[config.mk]
export PLATFORM = sky130hd
export DESIGN_NAME = fetch_unit
export DESIGN_NICKNAME = d
export VERILOG_FILES = /design/src/rtl/fetch_unit.sv
export SDC_FILE = /design/constraint.sdc
export NUM_CORES = 1
export LEC_CHECK = 0
export ABC_AREA = 0
export BUFFER_PORTS_ARGS = -buffer_cell sky130_fd_sc_hd__buf_4
export CAP_MARGIN = 20
export CORE_MARGIN = 3
export CORE_UTILIZATION = 58
export CTS_CLUSTER_SIZE = 20
export DETAILED_ROUTE_END_ITERATION = 6
export GPL_TIMING_DRIVEN = 0
export PLACE_DENSITY = 0.85
export SYNTH_ARGS = -nofsm -noshare
export SYNTH_HDL_FRONTEND = slang
export SYNTH_SLANG_ARGS = --single-unit
export TNS_END_PERCENT = 5
[constraint.sdc]
create_clock -name clk -period 8.5 [get_ports clk]
set_input_delay 0.85 -clock clk [delete_from_list [all_inputs] [get_ports clk]]
set_output_delay 0.85 -clock clk [all_outputs]
set_load 0.1 [all_outputs]
[src/rtl/fetch_unit.sv]
// fetch_unit: PC generator feeding a 2-entry {pc, instr} buffer toward decode.
// Handles redirects from execute (flush + realign) and stops fetching once the
// PC runs past the last instruction-memory word.
module fetch_unit #(
   parameter int                        addr_ins_width = 32,
   parameter int                        memory_height  = 512,
   parameter logic [addr_ins_width-1:0] RESET_PC       = 32'h0000_0000
) (
   input  logic                      clk,
   input  logic                      rst,
   output logic [addr_ins_width-1:0] imem_addr,
   input  logic [addr_ins_width-1:0] imem_instr,
   input  logic                      redirect_valid,
   input  logic [addr_ins_width-1:0] redirect_target,
   output logic                      out_valid,
   input  logic                      out_ready,
   output logic [addr_ins_width-1:0] out_instr,
   output logic [addr_ins_width-1:0] out_pc,
   output logic                      done,
   output logic                      fetch_err
);

   localparam int W = addr_ins_width;

   typedef struct packed {
      logic [W-1:0] pc;
      logic [W-1:0] instr;
   } fetch_ent_t;

   fetch_ent_t   fifo_q [2];
   logic         rd_ptr, wr_ptr;
   logic [1:0]   count;
   logic [W-1:0] pc, pc_inc;
   logic         pop, push, last_word;

   // Handshake decode: a full buffer can still accept when the head leaves.
   always_comb begin
      pc_inc    = pc + W'(4);
      pop       = (count != 2'd0) && out_ready;
      push      = !redirect_valid && !done && ((count < 2'd2) || pop);
      last_word = (pc_inc >> 2) == W'(memory_height);
   end

   assign imem_addr = pc >> 2;
   assign out_valid = (count != 2'd0);
   assign out_instr = out_valid ? fifo_q[rd_ptr].instr : '0;
   assign out_pc    = out_valid ? fifo_q[rd_ptr].pc    : '0;

   // Buffer storage; contents are don't-care once the count is flushed.
   always_ff @(posedge clk) begin
      if (push) fifo_q[wr_ptr] <= '{pc: pc, instr: imem_instr};
   end

   // PC, pointers, count and status; reset beats redirect beats push/pop.
   always_ff @(posedge clk) begin
      if (rst) begin
         pc        <= RESET_PC;
         rd_ptr    <= 1'b0;
         wr_ptr    <= 1'b0;
         count     <= 2'd0;
         done      <= 1'b0;
         fetch_err <= 1'b0;
      end else if (redirect_valid) begin
         pc        <= {redirect_target[W-1:2], 2'b00};
         rd_ptr    <= 1'b0;
         wr_ptr    <= 1'b0;
         count     <= 2'd0;
         done      <= 1'b0;
         fetch_err <= |redirect_target[1:0];
      end else begin
         fetch_err <= 1'b0;
         if (push) begin
            wr_ptr <= ~wr_ptr;
            pc     <= pc_inc;
            if (last_word) done <= 1'b1;
         end
         if (pop) rd_ptr <= ~rd_ptr;
         case ({push, pop})
            2'b10:   count <= count + 2'd1;
            2'b01:   count <= count - 2'd1;
            default: count <= count;
         endcase
      end
   end

endmodule
# ---- Word level (Yosys, flattened, before mapping)
# Memory sizes are Yosys's and may differ from the RTL's. A register that Yosys moved wholly into a read port is not among the register bits.
# Index checks and enable logic that the tools add are counted.
dict set report op_classes {
  addsub 3
  order_cmp 1
  eq_ne 3
  n_mux 9
  bitwise_logic 3
  n_reduce_logical 13
}
# operator n
set op_table {}
lappend op_table {{$mux 32} 4}
lappend op_table {{$add 32x3->32 const B} 1}
lappend op_table {{$eq 30x10->1 const B} 1}
lappend op_table {{$reduce_bool 2->1} 3}
lappend op_table {{$reduce_or 2->1} 3}
lappend op_table {{$mux 1} 4}
lappend op_table {{$pmux 2 s2} 1}
lappend op_table {{$logic_and 1x1->1} 3}
lappend op_table {{$not 1->1} 3}
lappend op_table {{$add 2x1->2 const B} 1}
lappend op_table {{$eq 2x1->1 const B} 1}
lappend op_table {{$eq 2x2->1 const B} 1}
lappend op_table {{$logic_not 1->1} 2}
lappend op_table {{$lt 2x2->1 const B} 1}
lappend op_table {{$reduce_and 2->1} 1}
lappend op_table {{$sub 2x1->2 const B} 1}
lappend op_table {{$logic_or 1x1->1} 1}
dict set report totals {
  ff_bits 38
  ram_bits 128
  output_inout_bits 99
  word_cells 40
  mem_count 1
}
# name words width read_ports rd_ports_with_merged_regs wr line_no
set mem_list {}
lappend mem_list {fifo_q 2 64 1 1 1 30} ;# fetch_ent_t fifo_q [2];

# ---- Logic depth before layout (Yosys ltp)
# Gate-level depths: netlist of the first run.
dict set report logic_depth {
  word_depth 6
  depth_mapped 9
  ltp_nobuf 8
}

# ---- Least setup slack after synthesis of the first run
# OpenSTA, ideal clock, no wires.
dict set report synth_path {
  path_kind {input to register}
  from {input port out_ready}
  to {memory fifo_q[0][0] (netlist name), enable pin}
  setup_time_ps 482
  arrival_time_ps 4205
  required_time_ps 8018
  slack_ps 3813
  path_stages 5
  n_path_buf 1
  path_cell_list {inv_1 > a21oi_1 > clkbuf_1 > nand2b_1 > nor2_1}
}
dict set report synth_between {
  elab_chain_cells 5
}
# item line_no
set synth_lines {}
lappend synth_lines {{from (decl)} 16} ;# input logic out_ready,
lappend synth_lines {{$logic_and 1x1->1} 39} ;# pop = (count != 2'd0) && out_ready;
lappend synth_lines {{$logic_or 1x1->1} 40} ;# push = !redirect_valid && !done && ((count < 2'd2) || pop);
lappend synth_lines {{$logic_and 1x1->1} 40}
lappend synth_lines {{$mux 1} 51} ;# if (push) fifo_q[wr_ptr] <= '{pc: pc, instr: imem_instr};
lappend synth_lines {{$mux 1 (implied by the code)} 51}
lappend synth_lines {{to (decl)} 30}
# Every way passes these cells.

==> out/metrics.yaml, run 1 <==
global_routing:
  grt_overflow: 0
  grt_start_max_net_pins: 24
  grt_pass1_vias: 5080
  grt_pass1_wl_um: 25920
  track_usage_pct: 23.84
  antenna_found_initial: 0
clocking:
  postCtsHoldBufs: 0
  worstSkewPairLatency_ns: 0.42
  cts_buffers: 17
  path_clk_slew_ns: 0.06
  clock-root-buffer: "clkbuf_16"
  cts_setup_buffers: 0
  cts_resized: 0
  h-tree-depth: 4
  clk_path_buf_depth: 2
  cts_sinks: 161
  cts_tree: "yes"
synthesis:
  synth_ff_type: "edfxtp_1"
  synth-edff-count: 124
  yosys.area_share.simple_pct: 14.53
  ys_seq_area_share_pct: 62.00
  ys_ff_latch: 161
  netlist_instances: 575
  netlist_area_um2: 7201
  synthAdderAreaFrac_pct: 0.3475
  synth_top_family_by_area: "simple AND/OR/NAND/NOR gates"
  syn_area_per_cell_um2: 12.52
  ys_warn_count: 0
  ys_async_sr_fraction_pct: 0
  synth_cell_type_count: 54
  synth_xor_xnor_area_share_pct: 4.865
  synth_mux_area_share_pct: 10.56
  synth_compound_area_share_pct: 3.406
drt:
  wl_per_cell_um: 17.25
  drc_errors: 0
  wl_um: 16270
  vias: 5145
  via_per_inst: 5.456
  ant_nets: 0
  initialDrtViolationCount: 451
  drt_first_pass_iters: 5
layout:
  fin_util_pct: 77.68
  nets: 832
  area_growth_pct: 30.11
  diodes: 0
  nFillCells: 792
  final_cell_area_um2: 9369
  final_cells: 943
  multi_input_area_um2: 2457
  drive_gt1_share_pct: 29.29
  seqCellArea_um2: 4464
timing:
  setup_tns_ns: 0
  rsz0062_at_grt: "false"
  finalHoldViolations: 0
  fin_skew_ns: 0.005472
  slew_headroom_pct: 39.54
  max_freq_ghz: 0.2999
  finalMaxSlewViolations: 0
  setup_viol: 0
  min_period_ns: 3.335
  period_share_pct: 39.23
  worst_slew_pin_slew_ns: 0.9035
setup_path:
  path_class: "reg -> out"
  worst-path-max-fanout: 10
  worst_ep_required_time_ns: 7.65
  crit_end: "out_instr[30]"
  cp-end-kind: "output port"
  rr_startpoint: "count[1]"
  worstSetupStartpointType: "flop"
  rr_worst_depth: 6
  reg2reg_setup_slack_ns: 5.48
  r2r-end: "fifo_q[0][28]"
  arrival_ns: 2.48
placement:
  dpl_cell_area_um2: 8756
  io_buffers: 161
  dp_cells: 911
  place.gp.congestion: 0.9021
  hpwlAfterDp_um: 11640
power:
  total_power_mw: 2.077
  worst_ir_drop_vdd_mv: 0.1123
  power_leakage_nw: 3.592
  pwr_density_cell_nw_per_um2: 221.7
floorplanning:
  die_h_um: 117.4
  floorplan.initialDensity_pct: 59.70
  die_w_um: 117.4
  fp-row-count: 40
  die_area_um2: 13790
  pin_count: 167
  core_um2: 12060
outcome:
  status: "finished, final reports clean"
flow_run:
  drv_cap: 0
worst_hold_path:
  min_from: "pc[19]"
  min_path_type: "reg -> reg"
Yosys cell counts (all sizes together), types with 5 or more instances:
cell / count / area [µm²]
and3: 6 / 38.79
nand2: 17 / 63.81
dfxtp: 37 / 740.7
inv: 5 / 18.77
edfxtp: 124 / 3724
buf: 16 / 120.1
xnor2: 28 / 245.2
nor4: 6 / 73.82
nor3: 12 / 71.32
nand3: 14 / 70.07
nor2: 117 / 446.7
a21oi: 17 / 85.08
o21ai: 7 / 35.03
clkbuf: 22 / 92.59
nand4: 17 / 133.9
mux2i: 76 / 760.7
xor2: 12 / 105.1
routing by layer:
layer	routed length, µm	vias to the layer above	GRT usage (%)
li1	-	2447	-
met5	0	-	0
met3	1040	31	6.365
met2	8233	214	40.39
met1	6701	2453	29.88
met4	293	0	7.991
cells in the final DEF (no fill, tap or decap), types with 5 or more instances in the layout:
master and n:
buf_4 170, edfxtp_1 124, nor2_1 114, mux2i_1 76, dfxtp_1 37, xnor2_1 28
clkbuf_1 25, clkbuf_16 19, a21oi_1 17, nand2_1 17, nand3_1 14, nand4_1 14
xor2_1 12, nor3_1 11, o21ai_0 6, inv_1 5, and3_1 5
area by class of cell:
cell class / count / area share (%)
plain buffers: 41 / 3.058
clock buffers: 25 / 5.529
clock inverters: 7 / 1.015
inverters: 5 / 0.2003
multi-input cells: 371 / 26.23
flip-flops and latches: 161 / 47.65
well taps: 168 / 2.244
repair buffers: 165 / 14.08
worst max-delay path, stage by stage (launching register included):
cell and delay (ns):
dfxtp_1 0.30, clkbuf_1 0.40, clkbuf_1 0.68, mux2i_1 0.23
nor2_1 0.15, buf_4 0.30
cell families after synthesis:
kind of cell	after synthesis
and+or+nand+nor	209
AOI/OAI and AO/OA	40
adders and majority gates	2
other	1
buffers and inverters	46
xor gates and xnor gates	40
muxes	76
DFF	161
where the power goes:
group          total (mW)  internal [mW]  leakage (nW)  switching, mW
Sequential          0.917          0.891          1.48         0.0259
Combinational       0.380          0.101          1.81          0.279
Clock               0.779          0.485         0.299          0.294
Total                2.08           1.48          3.59          0.600
worst min path at each step:
stage	depth (start not counted)	slack [ns]	endpoint
floorplan	2	0.48	flop
global placement	0	0.47	fifo_q[0][51]
detailed placement	0	0.48	fifo_q[1][43]
CTS	0	0.50	fifo_q[0][51]
global route	0	0.52	fifo_q[0][40]
finish	0	0.49	fifo_q[0][51]
flip-flops by register name, summed over array words and instances, names as in the netlist, named ones only:
| signal | cells |
|---|---|
| count | 2 |
| done | 1 |
| fetch_err | 1 |
| fifo_q | 124 |
| pc | 30 |
| rd_ptr | 1 |
| wr_ptr | 1 |
stage by stage:
step / worst slack [ns] / hold WS, ns
finish: 5.165 / 0.4896
global route: 5.010 / 0.5166
CTS: 5.143 / 0.4951
detailed placement: 4.813 / 0.4809
global placement: 1.966 / 0.4685
floorplan: 3.813 / 0.4813
Power figures use the tool's default switching activity.
==> inputs of run 2 (changes only) <==
--- a/config.mk
+++ b/config.mk
@@ -9,11 +9,11 @@
 export BUFFER_PORTS_ARGS = -buffer_cell sky130_fd_sc_hd__buf_4
 export CAP_MARGIN = 20
 export CORE_MARGIN = 3
-export CORE_UTILIZATION = 58
+export CORE_UTILIZATION = 54
 export CTS_CLUSTER_SIZE = 20
 export DETAILED_ROUTE_END_ITERATION = 6
 export GPL_TIMING_DRIVEN = 0
-export PLACE_DENSITY = 0.85
+export PLACE_DENSITY = 0.8
 export SYNTH_ARGS = -nofsm -noshare
 export SYNTH_HDL_FRONTEND = slang
 export SYNTH_SLANG_ARGS = --single-unit
==> constraint.sdc (replaced) <==
create_clock -name clk -period 3.4 [get_ports clk]
set_input_delay 0.34 -clock clk [delete_from_list [all_inputs] [get_ports clk]]
set_output_delay 0.34 -clock clk [all_outputs]
set_load 0.1 [all_outputs]
==> run 2 against run 1 <==
Effect of this change:
- clock-buffer cell count decreased by 2
- total power increased to 2.5 times the previous value
- critical path depth unchanged
- register-to-register slack got worse by 4.9 ns
- combinational power is 150% higher
- first-iteration DRC count fell by 16%
- final area grew 0.35%
- die area is 7.0% higher
- sequential share of layout area shrank 0.16 points
- global-route usage down 1.3 points
- critical path type is now reg -> reg
- largest cell class unchanged
==> out/metrics.yaml, run 2 (same netlist as run 1, synthesis figures left out) <==
outcome:
  status: "finished, final reports clean"  # unchanged
power:
  power.internal_mw: 3.788  # was 1.477 mW
  combPwrFrac_pct: 18.0  # was 18.3%
  pwr_density_cell_nw_per_um2: 561.8  # was 221.7 nW/µm²
  power_leakage_nw: 3.611  # was 3.592 nW
  swShare_pct: 28.28  # was 28.88%
  seqPwrFrac_pct: 43.4  # was 44.2%
  worst_ir_drop_vdd_mv: 0.3504  # was 0.1123 mV
  netSwitchingPower_mw: 1.494  # was 0.5997 mW
  clockPowerShare_pct: 38.6  # was 37.5%
drt:
  drt_first_pass_iters: 5  # unchanged
  met2WireLength_um: 7964  # was 8233 µm
  highest_layer: "met4"  # unchanged
  wl_um: 16310  # was 16270 µm
  vias: 5111  # was 5145
  wl_per_cell_um: 17.22  # was 17.25 µm
  wl_met3_um: 1022  # was 1040 µm
  wirelength_met1_um: 6952  # was 6701 µm
  via_per_inst: 5.397  # was 5.456
  ant_nets: 0  # unchanged
  drc_errors: 0  # unchanged
  initialDrtViolationCount: 378  # was 451
worst_hold_path:
  min_path_type: "in -> reg"  # was reg -> reg
  hold_depth: 1  # was 0
timing:
  worst_slew_pin_slew_ns: 0.9143  # was 0.9035 ns
  finalMaxSlewViolations: 0  # unchanged
  fin_ws_ns: 0.5955  # was 5.165 ns
  period_share_pct: 82.49
  finalHoldViolations: 0  # unchanged
  fin_skew_ns: 0.01011  # was 0.005472 ns
  min_period_ns: 2.805
  hold_slack_ns: 0.09957  # was 0.4896 ns
  max_freq_ghz: 0.3566
  slew_headroom_pct: 38.82  # was 39.54%
  rsz0062_at_grt: "false"  # unchanged
  setup_viol: 0  # unchanged
floorplanning:
  floorplan.initialDensity_pct: 56.15  # was 59.70%
  core_um2: 12820  # was 12060 µm²
  pin_count: 167  # unchanged
  die_w_um: 121.5  # was 117.4 µm
  die_area_um2: 14760  # was 13790 µm²
  fp-row-count: 41  # was 40
  die_h_um: 121.5  # was 117.4 µm
clocking:
  cts_sinks: 161  # unchanged
  clk_path_buf_depth: 2  # unchanged
  path_clk_slew_ns: 0.06  # about the same
  postCtsHoldBufs: 0  # unchanged
  clock-root-buffer: "clkbuf_16"  # unchanged
  cts_resized: 0  # unchanged
  cts_buffers: 17  # unchanged
  cts_setup_buffers: 0  # unchanged
  h-tree-depth: 4  # unchanged
  worstSkewPairLatency_ns: 0.42  # about the same
  cts_tree: "yes"  # unchanged
layout:
  layout_commonest_cell: "buf_4"  # unchanged
  diodes: 0  # unchanged
  layout_common_cells: "170 x buf_4, 124 x edfxtp_1, 114 x nor2_1, 76 x mux2i_1, 37 x dfxtp_1"  # unchanged
  drive_gt1_share_pct: 29.55  # was 29.29%
  reg_top3: "fifo_q x124, pc x30, count x2"  # unchanged
  area_growth_pct: 30.56  # was 30.11%
  final_cells: 947  # was 943
  largest_reg_flops: 124  # unchanged
  top_register: "fifo_q"  # unchanged
  nets: 832  # unchanged
  nFillCells: 910  # was 792
  seqCellArea_um2: 4464  # unchanged
  multi_input_area_um2: 2457  # unchanged
setup_path:
  worst-path-max-fanout: 24  # was 10
  cp-end-kind: "flop"  # was output port
  worstSetupStartpointType: "flop"  # unchanged
  arrival_ns: 2.93  # was 2.48 ns
  path_class: "reg -> reg"  # was reg -> out
  worst_ep_required_time_ns: 3.52  # was 7.65 ns
  rr_worst_depth: 5  # was 6
placement:
  place.gp.congestion: 0.8748  # was 0.9021
  io_buffers: 161  # unchanged
  preCtsSetupSlack_ns: 0.4243  # was 4.813 ns
  hpwlAfterDp_um: 11640  # about the same
  dp_cells: 915  # was 911
global_routing:
  grt_pass1_wl_um: 25610  # was 25920 µm
  grt_overflow: 0  # unchanged
  grt_start_max_net_pins: 25  # was 24
  grt_pass1_vias: 5078  # was 5080
  track_usage_pct: 22.57  # was 23.84%
  antenna_found_initial: 0  # unchanged
flow_run:
  drv_cap: 0  # unchanged
## run 2: cell types whose count changed in the layout (fill, tap and decap cells not counted), moves of 2 or more
cell,change
bufinv_16,+2
clkbuf_1,-2
clkbuf_16,-2
clkbuf_8,+2
## run 2: power groups by stage
stage          clock network, mW  logic (mW)  registers, mW
2_1_floorplan                  0       0.551           2.47
3_3_place_gp                   0       0.919           2.33
3_5_place_dp                   0       0.952           2.33
4_1_cts                     2.06       0.955           2.29
5_1_grt                     2.14       0.996           2.31
6_report                    2.04       0.950           2.29
## run 2: final cells by class
cell class                 instances  area share [%]
sequential                       161           47.48
clock buffer                      23           5.190
clock inverter                     9           1.624
inverter                           5          0.1996
multi-input combinational        371           26.14
timing repair buffer             165           14.03
tap                              172           2.289
buffer                            41           3.048
## run 2: critical path: stages, from the launching register on
cell,delay [ns]
dfxtp_1,0.35
a21oi_1,0.44
clkbuf_1,0.52
nand2b_1,0.29
nor2_4,0.64
buf_16,0.25
## run 2: path summary, 6_finish.rpt
path                  from             to  slack [ns]
max               count[1]  fifo_q[0][35]        0.60
min          imem_instr[6]   fifo_q[0][6]         0.1
max reg2reg       count[1]  fifo_q[0][35]        0.60
min reg2reg         pc[19]  fifo_q[1][51]        0.49
## run 2: through the flow
step / utilization [%] / power, mW / instance area (µm²) / TNS [ns]
after CTS: 73.31 / 5.308 / 9402 / 0
final: 73.31 / 5.282 / 9402 / 0
after floorplan: - / 3.023 / 7217 / -21.09
after detailed placement: 68.31 / 3.286 / 8761 / 0
after global placement: 67.38 / 3.251 / 8641 / -139.41
after global routing: 73.31 / 5.443 / 9402 / 0
## run 2: per-layer routing
layer | track usage (%) | vias to the layer above
met4 | 9.594 | 0
li1 | - | 2439
met5 | 0 | -
met1 | 29.54 | 2451
met2 | 36.72 | 192
met3 | 4.615 | 29
==> inputs of run 3 (changes only) <==
--- a/config.mk
+++ b/config.mk
@@ -9,11 +9,11 @@
 export BUFFER_PORTS_ARGS = -buffer_cell sky130_fd_sc_hd__buf_4
 export CAP_MARGIN = 20
 export CORE_MARGIN = 3
-export CORE_UTILIZATION = 54
+export CORE_UTILIZATION = 49
 export CTS_CLUSTER_SIZE = 20
 export DETAILED_ROUTE_END_ITERATION = 6
 export GPL_TIMING_DRIVEN = 0
-export PLACE_DENSITY = 0.8
+export PLACE_DENSITY = 0.77
 export SYNTH_ARGS = -nofsm -noshare
 export SYNTH_HDL_FRONTEND = slang
 export SYNTH_SLANG_ARGS = --single-unit
==> constraint.sdc (replaced) <==
create_clock -name clk -period 2.4 [get_ports clk]
set_input_delay 0.24 -clock clk [delete_from_list [all_inputs] [get_ports clk]]
set_output_delay 0.24 -clock clk [all_outputs]
set_load 0.1 [all_outputs]
==> run 3 against run 2 <==
Effect of this change:
- utilization shrank 4.3 points
- cell count grew 4.5%
- die area grew 9.7%
- sequential power grew 42%
- flip-flop and latch count is the same
- sequential share of layout area shrank 1.5 points
==> out/metrics.yaml, run 3 (same netlist as run 1, synthesis figures left out) <==
timing:
  slew_headroom_pct: 49.59  # was 38.82%
  hold_slack_ns: 0.05155  # was 0.09957 ns
  finalMaxSlewViolations: 0  # unchanged
  period_share_pct: 96.60  # was 82.49%
  setup_viol: 0  # unchanged
  fin_skew_ns: 0.007845  # was 0.01011 ns
  max_freq_ghz: 0.4313  # was 0.3566 GHz
  finalHoldViolations: 0  # unchanged
  worst_slew_pin_slew_ns: 0.7562  # was 0.9143 ns
  min_period_ns: 2.318  # was 2.805 ns
  rsz0062_at_grt: "true"  # was false
outcome:
  status: "finished, final reports clean"  # unchanged
power:
  total_power_mw: 7.314  # was 5.282 mW
  power_leakage_nw: 3.760  # was 3.611 nW
  swShare_pct: 30.27  # was 28.28%
  worst_ir_drop_vdd_mv: 0.4975  # was 0.3504 mV
  combPwrFrac_pct: 19.1  # was 18.0%
  seqPwrFrac_pct: 44.5  # was 43.4%
  pwr_density_cell_nw_per_um2: 749.0  # was 561.8 nW/µm²
  power.internal_mw: 5.100  # was 3.788 mW
  netSwitchingPower_mw: 2.214  # was 1.494 mW
  clockPowerShare_pct: 36.4  # was 38.6%
placement:
  dp_cells: 923  # was 915
  hpwlAfterDp_um: 11720  # was 11640 µm
  io_buffers: 161  # unchanged
  place.gp.congestion: 0.8735  # was 0.8748
clocking:
  cts_sinks: 161  # unchanged
  path_clk_slew_ns: 0.07  # was 0.06 ns
  cts_buffers: 17  # unchanged
  worstSkewPairLatency_ns: 0.42  # about the same
  h-tree-depth: 4  # unchanged
  cts_tree: "yes"  # unchanged
  clk_path_buf_depth: 2  # unchanged
  clock-root-buffer: "clkbuf_16"  # unchanged
setup_path:
  critical-path-top-delay-family: "simple AND/OR/NAND/NOR gates"  # unchanged
  cp_slowest_stage_delay_ns: 0.41  # was 0.64 ns
  reg2reg_setup_slack_ns: 0.08  # was 0.60 ns
  crit_slowest_cell: "dfxtp_2"  # was nor2_4
  crit_chain: "ha_2 > nand4_2 > nor3_1 > and3_1 > a31oi_1 > a211o_1 > nor4_1 > a22o_1"  # was a21oi_1 > clkbuf_1 > nand2b_1 > nor2_4 > buf_16
  arrival_ns: 2.68  # was 2.93 ns
  path_class: "reg -> reg"  # unchanged
  worstSetupStartpointType: "flop"  # unchanged
  worst-path-max-fanout: 8  # was 24
  critical_path_buf_inv_count: 0  # was 2
  cp-end-kind: "flop"  # unchanged
  worst_ep_required_time_ns: 2.76  # was 3.52 ns
layout:
  diodes: 0  # unchanged
  reg_top3: "fifo_q x124, pc x30, count x2"  # unchanged
  largest_reg_flops: 124  # unchanged
  top_register: "fifo_q"  # unchanged
  layout_commonest_cell: "buf_4"  # unchanged
  nets: 867  # was 832
  fin_util_pct: 69.01  # was 73.31%
  layout_common_cells: "171 x buf_4, 124 x edfxtp_1, 112 x nor2_1, 76 x mux2i_1, 33 x dlygate4sd3_1"  # was 170 x buf_4, 124 x edfxtp_1, 114 x nor2_1, 76 x mux2i_1, 37 x dfxtp_1
  nFillCells: 1033  # was 910
  seqCellArea_um2: 4492  # was 4464 µm²
  final_cells: 990  # was 947
  area_growth_pct: 35.60  # was 30.56%
  drive_gt1_share_pct: 32.72  # was 29.55%
  multi_input_area_um2: 2494  # was 2457 µm²
worst_hold_path:
  min_path_type: "in -> reg"  # unchanged
drt:
  wl_per_cell_um: 17.10  # was 17.22 µm
  drc_errors: 0  # unchanged
  wl_um: 16930  # was 16310 µm
  via_per_inst: 5.274  # was 5.397
  initialDrtViolationCount: 387  # was 378
  ant_nets: 0  # unchanged
  vias: 5221  # was 5111
  drt_first_pass_iters: 7  # was 5
global_routing:
  grt_start_max_net_pins: 25  # unchanged
  track_usage_pct: 21.08  # was 22.57%
  grt_pass1_wl_um: 26660  # was 25610 µm
  antenna_found_initial: 0  # unchanged
  grt_overflow: 0  # unchanged
  grt_pass1_vias: 5227  # was 5078
floorplanning:
  pin_count: 167  # unchanged
  core_um2: 14150  # was 12820 µm²
  die_h_um: 127.2  # was 121.5 µm
  die_area_um2: 16190  # was 14760 µm²
  fp-row-count: 43  # was 41
  die_w_um: 127.2  # was 121.5 µm
  floorplan.initialDensity_pct: 50.89  # was 56.15%
flow_run:
  drv_cap: 0  # unchanged
run 3: final timing paths:
| check | from | endpoint | cells past startpoint |
|---|---|---|---|
| min reg2reg | pc[16] | fifo_q[1][48] | 0 |
| max reg2reg | pc[3] | done | 8 |
| min | redirect_target[24] | pc[24] | 3 |
| max | pc[3] | done | 8 |
run 3: layout make-up:
cell class / instances / area share [%]
sequential: 161 / 46.00
multi-input combinational: 373 / 25.54
timing repair buffer: 199 / 16.97
clock buffer: 17 / 4.357
buffer: 40 / 3.011
tap: 180 / 2.307
clock inverter: 15 / 1.627
inverter: 5 / 0.1922
run 3: power by group through the flow:
stage               clock (mW)  combinational [mW]  sequential (mW)
finish                    2.66                1.40             3.25
global route              2.85                1.46             3.27
CTS                       2.71                1.40             3.25
detailed placement           0                1.35             3.31
global placement             0                1.31             3.31
floorplan                    0               0.783             3.50
run 3: through the flow:
step	setup slack, ns	area (µm²)	setup TNS [ns]
3_3_place_gp	-0.6376	8697	-77.75
4_1_cts	-0.03885	9731	-0.7226
6_report	0.08169	9764	0
5_1_grt	-0.08717	9764	-0.08717
3_5_place_dp	-0.04512	8807	-3.265
2_1_floorplan	-0.2594	7263	-17.08
run 3: layer usage:
| metal | vias to the layer above | share of wire, % | global-route usage [%] |
|---|---|---|---|
| met5 | - | 0 | 0 |
| met4 | 0 | 1.7 | 7.129 |
| met3 | 23 | 6.7 | 5.100 |
| met2 | 205 | 50 | 35.99 |
| met1 | 2483 | 41 | 26.43 |
| li1 | 2510 | - | - |
run 3: repair_timing:
action / in CTS / in global routing
gates cloned: 0 / 2
hold endpoints to repair: 65 / 0
gates resized for setup: 8 / 3
pin swaps: 1 / 3
endpoints found under the setup margin: 144 / 153
buffers inserted: 0 / 1
hold buffers: 33 / 0
run 3: worst min-delay path: cells and delay by family:
family                 cells  cell delay (ns)
AO/OA/AOI/OAI              1             0.05
buffers and inverters      1             0.08
AND/OR/NAND/NOR            1             0.07
